<file path="config.mk">
export PLATFORM = sky130hd
export DESIGN_NAME = iic_cfg_sequencer
export DESIGN_NICKNAME = d
export VERILOG_FILES = /design/src/rtl/iic_pkg.sv /design/src/rtl/iic_cfg_rom.sv /design/src/rtl/iic_cfg_sequencer.sv
export SDC_FILE = /design/constraint.sdc
export NUM_CORES = 1
export LEC_CHECK = 0
export ABC_AREA = 1
export BUFFER_PORTS_ARGS = -buffer_cell sky130_fd_sc_hd__buf_2
export CORE_MARGIN = 1
export CORE_UTILIZATION = 55
export CTS_CLUSTER_DIAMETER = 40
export DETAILED_ROUTE_END_ITERATION = 6
export GPL_TIMING_DRIVEN = 0
export HOLD_SLACK_MARGIN = 0.02
export PLACE_DENSITY_LB_ADDON = 0.2
export SLEW_MARGIN = 10
export SYNTH_ARGS = -nofsm -noshare
export SYNTH_HDL_FRONTEND = slang
export SYNTH_HIERARCHICAL = 1
export SYNTH_SLANG_ARGS = --single-unit
</file>
<file path="constraint.sdc">
create_clock -name clk_i -period 6.4 [get_ports clk_i]
set_clock_uncertainty 0.2 [all_clocks]
set_input_delay 1.28 -clock clk_i [delete_from_list [all_inputs] [get_ports clk_i]]
set_output_delay 1.28 -clock clk_i [all_outputs]
set_load 0.01 [all_outputs]
</file>
<file path="src/rtl/iic_pkg.sv">
// iic_pkg: configuration entry layout, marker codes, sequencer states and counter sizing.
package iic_pkg;
  localparam int SLV_W = 7;
  localparam int REG_W = 8;
  localparam int DAT_W = 8;
  localparam int ENTRY_W = SLV_W + REG_W + DAT_W;
  localparam logic [SLV_W-1:0] END_MARK = 7'h7F;
  localparam logic [SLV_W-1:0] DELAY_MARK = 7'h7E;
  typedef struct packed {
    logic [SLV_W-1:0] slv;
    logic [REG_W-1:0] rga;
    logic [DAT_W-1:0] dat;
  } entry_t;
  typedef enum logic [2:0] {IDLE, FETCH, ISSUE, WAIT_BUSY, WAIT_DONE, GAP, DELAY, DONE} state_t;
  function automatic int cnt_width(int a, int b, int c);
    int m;
    m = a > b ? a : b;
    m = m > c ? m : c;
    return $clog2(m + 1);
  endfunction
endpackage

</file>
<file path="src/rtl/iic_cfg_rom.sv">
// iic_cfg_rom: board configuration table; three writes, a 2-unit delay, one more write, then END.
module iic_cfg_rom
  import iic_pkg::*;
#(
  parameter int IW = 4
)(
  input  logic [IW-1:0] idx,
  output entry_t        entry
);
  always_comb
    case (32'(idx))
      0:       entry = {7'h4B, 8'h36, 8'hC2};
      1:       entry = {7'h1A, 8'h10, 8'h55};
      2:       entry = {7'h2C, 8'h21, 8'hAA};
      3:       entry = {DELAY_MARK, 8'h00, 8'h02};
      4:       entry = {7'h3D, 8'h44, 8'h0F};
      default: entry = {END_MARK, 8'h00, 8'h00};
    endcase
endmodule

</file>
<file path="src/rtl/iic_cfg_sequencer.sv">
// iic_cfg_sequencer: walks the configuration ROM and feeds one write at a time to iic_master.
module iic_cfg_sequencer
  import iic_pkg::*;
#(
  parameter int NUM_ENTRIES = 16,
  parameter int GAP_CYCLES = 100,
  parameter int DELAY_UNIT = 50000,
  parameter int ACK_TIMEOUT = 1000,
  localparam int IW = NUM_ENTRIES > 1 ? $clog2(NUM_ENTRIES) : 1
)(
  input  logic          clk_i,
  input  logic          reset_i,
  input  logic          start_i,
  input  logic          ready_i,
  output logic          flag_o,
  output logic [6:0]    Slv_Addr_o,
  output logic [7:0]    Reg_Addr_o,
  output logic [7:0]    Data_o,
  output logic          busy_o,
  output logic          done_o,
  output logic          err_o,
  output logic [IW-1:0] idx_o
);
  localparam int CW = cnt_width(255 * DELAY_UNIT, GAP_CYCLES, ACK_TIMEOUT);
  state_t state, nxt;
  entry_t entry;
  logic [CW-1:0] cnt;
  logic last, gap_done, dly_done, ack_to;
  iic_cfg_rom #(.IW(IW)) u_rom (.idx(idx_o), .entry(entry));
  assign last = idx_o == IW'(NUM_ENTRIES - 1);
  assign gap_done = int'(cnt) >= GAP_CYCLES - 1;
  assign dly_done = int'(cnt) + 1 >= int'(entry.dat) * DELAY_UNIT;
  assign ack_to = int'(cnt) >= ACK_TIMEOUT - 1;
  assign busy_o = state != IDLE;
  assign done_o = state == DONE;
  always_comb begin
    nxt = state;
    case (state)
      IDLE:      nxt = start_i ? FETCH : IDLE;
      FETCH:     nxt = entry.slv == END_MARK ? DONE : entry.slv == DELAY_MARK ? DELAY : ISSUE;
      ISSUE:     nxt = ready_i ? WAIT_BUSY : ISSUE;
      WAIT_BUSY: nxt = !ready_i ? WAIT_DONE : ack_to ? IDLE : WAIT_BUSY;
      WAIT_DONE: nxt = ready_i ? GAP : WAIT_DONE;
      GAP:       nxt = gap_done ? (last ? DONE : FETCH) : GAP;
      DELAY:     nxt = dly_done ? (last ? DONE : FETCH) : DELAY;
      default:   nxt = IDLE;
    endcase
  end
  // flag is registered so the address/data latched in FETCH are stable a full cycle before it
  always_ff @(posedge clk_i)
    if (reset_i) begin
      state <= IDLE;
      cnt <= '0;
      idx_o <= '0;
      flag_o <= 1'b0;
      err_o <= 1'b0;
      Slv_Addr_o <= '0;
      Reg_Addr_o <= '0;
      Data_o <= '0;
    end else begin
      state <= nxt;
      cnt <= (nxt == state && (state == GAP || state == DELAY || state == WAIT_BUSY)) ? cnt + 1'b1 : '0;
      flag_o <= state == ISSUE && ready_i;
      if (state == IDLE && start_i) begin
        idx_o <= '0;
        err_o <= 1'b0;
      end
      if ((state == GAP || state == DELAY) && nxt == FETCH)
        idx_o <= idx_o + 1'b1;
      if (state == WAIT_BUSY && nxt == IDLE)
        err_o <= 1'b1;
      if (state == FETCH && nxt == ISSUE)
        {Slv_Addr_o, Reg_Addr_o, Data_o} <= entry;
    end
endmodule

</file>
==> impl_metrics.ini <==
[setup_path]
critical_path_buf_inv_count = 5
path_class = reg -> reg
crit_arrival_ps = 6110
path_common_cell = sky130_fd_sc_hd__nand2_1
required_ps = 6460
critical_path.endpoint_type = flip-flop
cp_top_family = simple AND/OR/NAND/NOR gates
critical_path.max_stage_delay_ps = 500
max_fanout_on_critical_path = 10
crit_path_top_delay_cell = sky130_fd_sc_hd__fa_1
crit_path_start_kind = flip-flop

[timing]
setup_ws_ps = 343
finalSetupViolCount = 0
finalCritPeriodShare_pct = 94.6
fmax_mhz = 165
worst_slew_margin_rel_pct = 60.0
grt_setup_unrepaired = no
worst_slew_pin_slew_ps = 596
finalHoldViolations = 0
min_period_ps = 6060
timing_max_transition_violations_final = 0

[cells_and_area]
nets = 813
most_frequent_cells_in_the_layout = sky130_fd_sc_hd__nor2_1 (105), sky130_fd_sc_hd__inv_1 (100), sky130_fd_sc_hd__nand2_1 (90)
final_layout_size_suffix_gt1_share_pct = 15.0
layout_commonest_cell = sky130_fd_sc_hd__nor2_1
postLayoutCellArea_mm2 = 0.00547
filler_cell_count = 813
area_growth_syn_to_layout_pct = 11.1
antennaDiodeCount = 0

[yosys]
synth_cells = 675
post_synth.cell_area_avg_um2 = 7.30
synth_edf_count = 0
synth_top_area_share_pct = 22.8
ys.warnings.count = 6
ys_top_cells_by_area = sky130_fd_sc_hd__dfxtp_1 (23%), sky130_fd_sc_hd__ha_1 (19%), sky130_fd_sc_hd__nor2_1 (8.2%)
synthesis.area_mm2 = 0.00493
synth_seq_area_share_pct = 22.8
postSynth.asyncResetShare_pct = 0
synth.distinct_cells = 42
synth_seq_cells = 56
yosys_most_used_dff = sky130_fd_sc_hd__dfxtp_1
yosys.area.top_type = sky130_fd_sc_hd__dfxtp_1

[power]
power_density_cells_mw_per_mm2 = 140
power.sequential.fraction_pct = 49.3
internal-power_uw = 547
p_leak_uw = 0.00291
power_switching_uw = 221
total_power_uw = 768
switching_share_pct = 28.8
share_clk_of_total_power_pct = 29.9
pwr-share-comb_pct = 20.8
vdd_ir_drop_max_mv = 0.0919

[route]
drt_pre_antenna_iters = 4
drt_iter0_drc = 162
vias_per_cell = 5.25
post_dr_wirelength_cell_um = 12.6
routed_wirelength_um = 10500
detail-route-antenna-nets = 0
drcViolationCount = 0
detailroute.via_count = 4360

[global_route]
initial_antenna_violation_count = 0
grt-ovfl-total = 0
gr-usage-all-layers_pct = 22.9
maximum_number_of_pins_on_one_net_before_global_route_repair = 16
grt_pass1_wl_um = 17800
first_global_vias = 4040

[floorplan]
die_width_um = 96.6
placement_rows = 34
initial_core_util_pct = 56.8
die_y_um = 96.6
fp.coreArea_mm2 = 0.00868
io_pins = 35
die-area_mm2 = 0.00934

[place]
setup_ws_pre_cts_ps = -330
hpwl_um = 8640
gp_routability_congestion = 0.864
port-buffer-count = 33
post_dp_cell_area_mm2 = 0.00523

[clock_tree]
clock_tree_from_tritoncts = done
cts.sink_count = 56
cts_bufs_inserted = 5
cts-hold-fix-buffers = 0
htree_levels = 2
clock_tree.root_cell = sky130_fd_sc_hd__clkbuf_8
insertion_delay_ps = 320
cts.reportedPaths.clkPinSlew_ps = 100
clockBufferDepth = 2

[hold_path]
hold_path_class = reg -> reg

[status]
outcome = finished clean

[flow_run]
max_cap_violations = 0
-- worst register-to-register path: cells and delay by family, from the launching register on --
| kind | cells | cell delay, ps |
|---|---|---|
| DFF | 1 | 410 |
| adders and majority gates | 6 | 2080 |
| and+or+nand+nor | 23 | 2400 |
| buffers and inverters | 5 | 530 |
| AOI/OAI and AO/OA | 2 | 210 |
| xor gates and xnor gates | 1 | 170 |
-- metrics by stage --
stage	hold slack, ps	instances	util, %	setup TNS, ps
finish	271	830	63.0	0
global route	307	830	63.0	0
CTS	270	824	61.8	0
detailed placement	254	817	60.3	-13290
global placement	243	817	60.3	-8630
floorplan	230	676	-	0
-- synth_stat cells (4+ instances only) --
master,count
sky130_fd_sc_hd__a21oi_1,29
sky130_fd_sc_hd__buf_4,10
sky130_fd_sc_hd__dfxtp_1,56
sky130_fd_sc_hd__fa_1,11
sky130_fd_sc_hd__ha_1,75
sky130_fd_sc_hd__inv_1,101
sky130_fd_sc_hd__inv_2,8
sky130_fd_sc_hd__nand2_1,93
sky130_fd_sc_hd__nand2_2,5
sky130_fd_sc_hd__nand2_4,4
sky130_fd_sc_hd__nand3_1,40
sky130_fd_sc_hd__nand3b_1,4
sky130_fd_sc_hd__nand4_1,11
sky130_fd_sc_hd__nor2_1,107
sky130_fd_sc_hd__nor2_4,4
sky130_fd_sc_hd__nor3_1,12
sky130_fd_sc_hd__o21ai_0,17
sky130_fd_sc_hd__o21ai_1,20
sky130_fd_sc_hd__xnor2_1,8
sky130_fd_sc_hd__xor2_1,26
-- power by group through the flow --
stage	Sequential [uW]	Combinational, uW	Clock [uW]
global placement	387	153	0
CTS	380	157	237
finish	379	160	229
floorplan	397	106	0
global route	382	181	244
detailed placement	388	157	0
-- layer usage --
| metal | routed length, um | GRT usage [%] | vias up |
|---|---|---|---|
| met1 | 4750 | 29.2 | 2018 |
| met2 | 5250 | 41.1 | 75 |
| met3 | 291 | 2.38 | 12 |
| met5 | 0 | 0 | - |
| li1 | - | - | 2255 |
| met4 | 187 | 5.63 | 0 |
-- timing repair --
item / 4_1_cts / 5_1_grt
cloned: 0 / 0
hold endpoints to repair: 0 / 0
gates resized for setup: 8 / 18
pin swaps: 1 / 4
endpoints found under the setup margin: 52 / 51
setup buffers: 1 / 6
-- state kept, by name, summed over array words and instances (netlist names) --
signal / cells
cnt: 24
err_o: 1
state: 3
Slv_Addr_o: 7
idx_o: 4
flag_o: 1
Reg_Addr_o: 8
Data_o: 8
-- cell type report --
class / count / area [um2] / area share, %
Tap cell: 108 / 135 / 2.47
Clock inverter: 1 / 30.0 / 0.549
Buffer: 17 / 153 / 2.79
Timing Repair Buffer: 40 / 218 / 3.98
Sequential cell: 56 / 1130 / 20.7
Inverter: 110 / 418 / 7.64
Multi-Input combinational cell: 493 / 3320 / 60.6
Clock buffer: 5 / 68.8 / 1.26
-- worst paths after layout --
check | start | to | slack, ps | depth (start not counted)
worst max-delay path | idx_o[2] | cnt[1] | 340 | 37
worst min-delay path | err_o | err_o | 270 | 2
worst max register to register | idx_o[2] | cnt[1] | 340 | 37
worst min register to register | err_o | err_o | 270 | 2
-- logic make-up after synthesis --
group | count (synthesis) | share of synthesized area (%)
compound gates | 77 | 8.64
xor+xnor | 34 | 6.05
fa+ha+maj | 86 | 23.5
buf+inv | 127 | 11.5
flops | 56 | 22.8
other cells | 2 | 0.152
simple gates | 293 | 27.4
(Power assumes the default switching activity.)
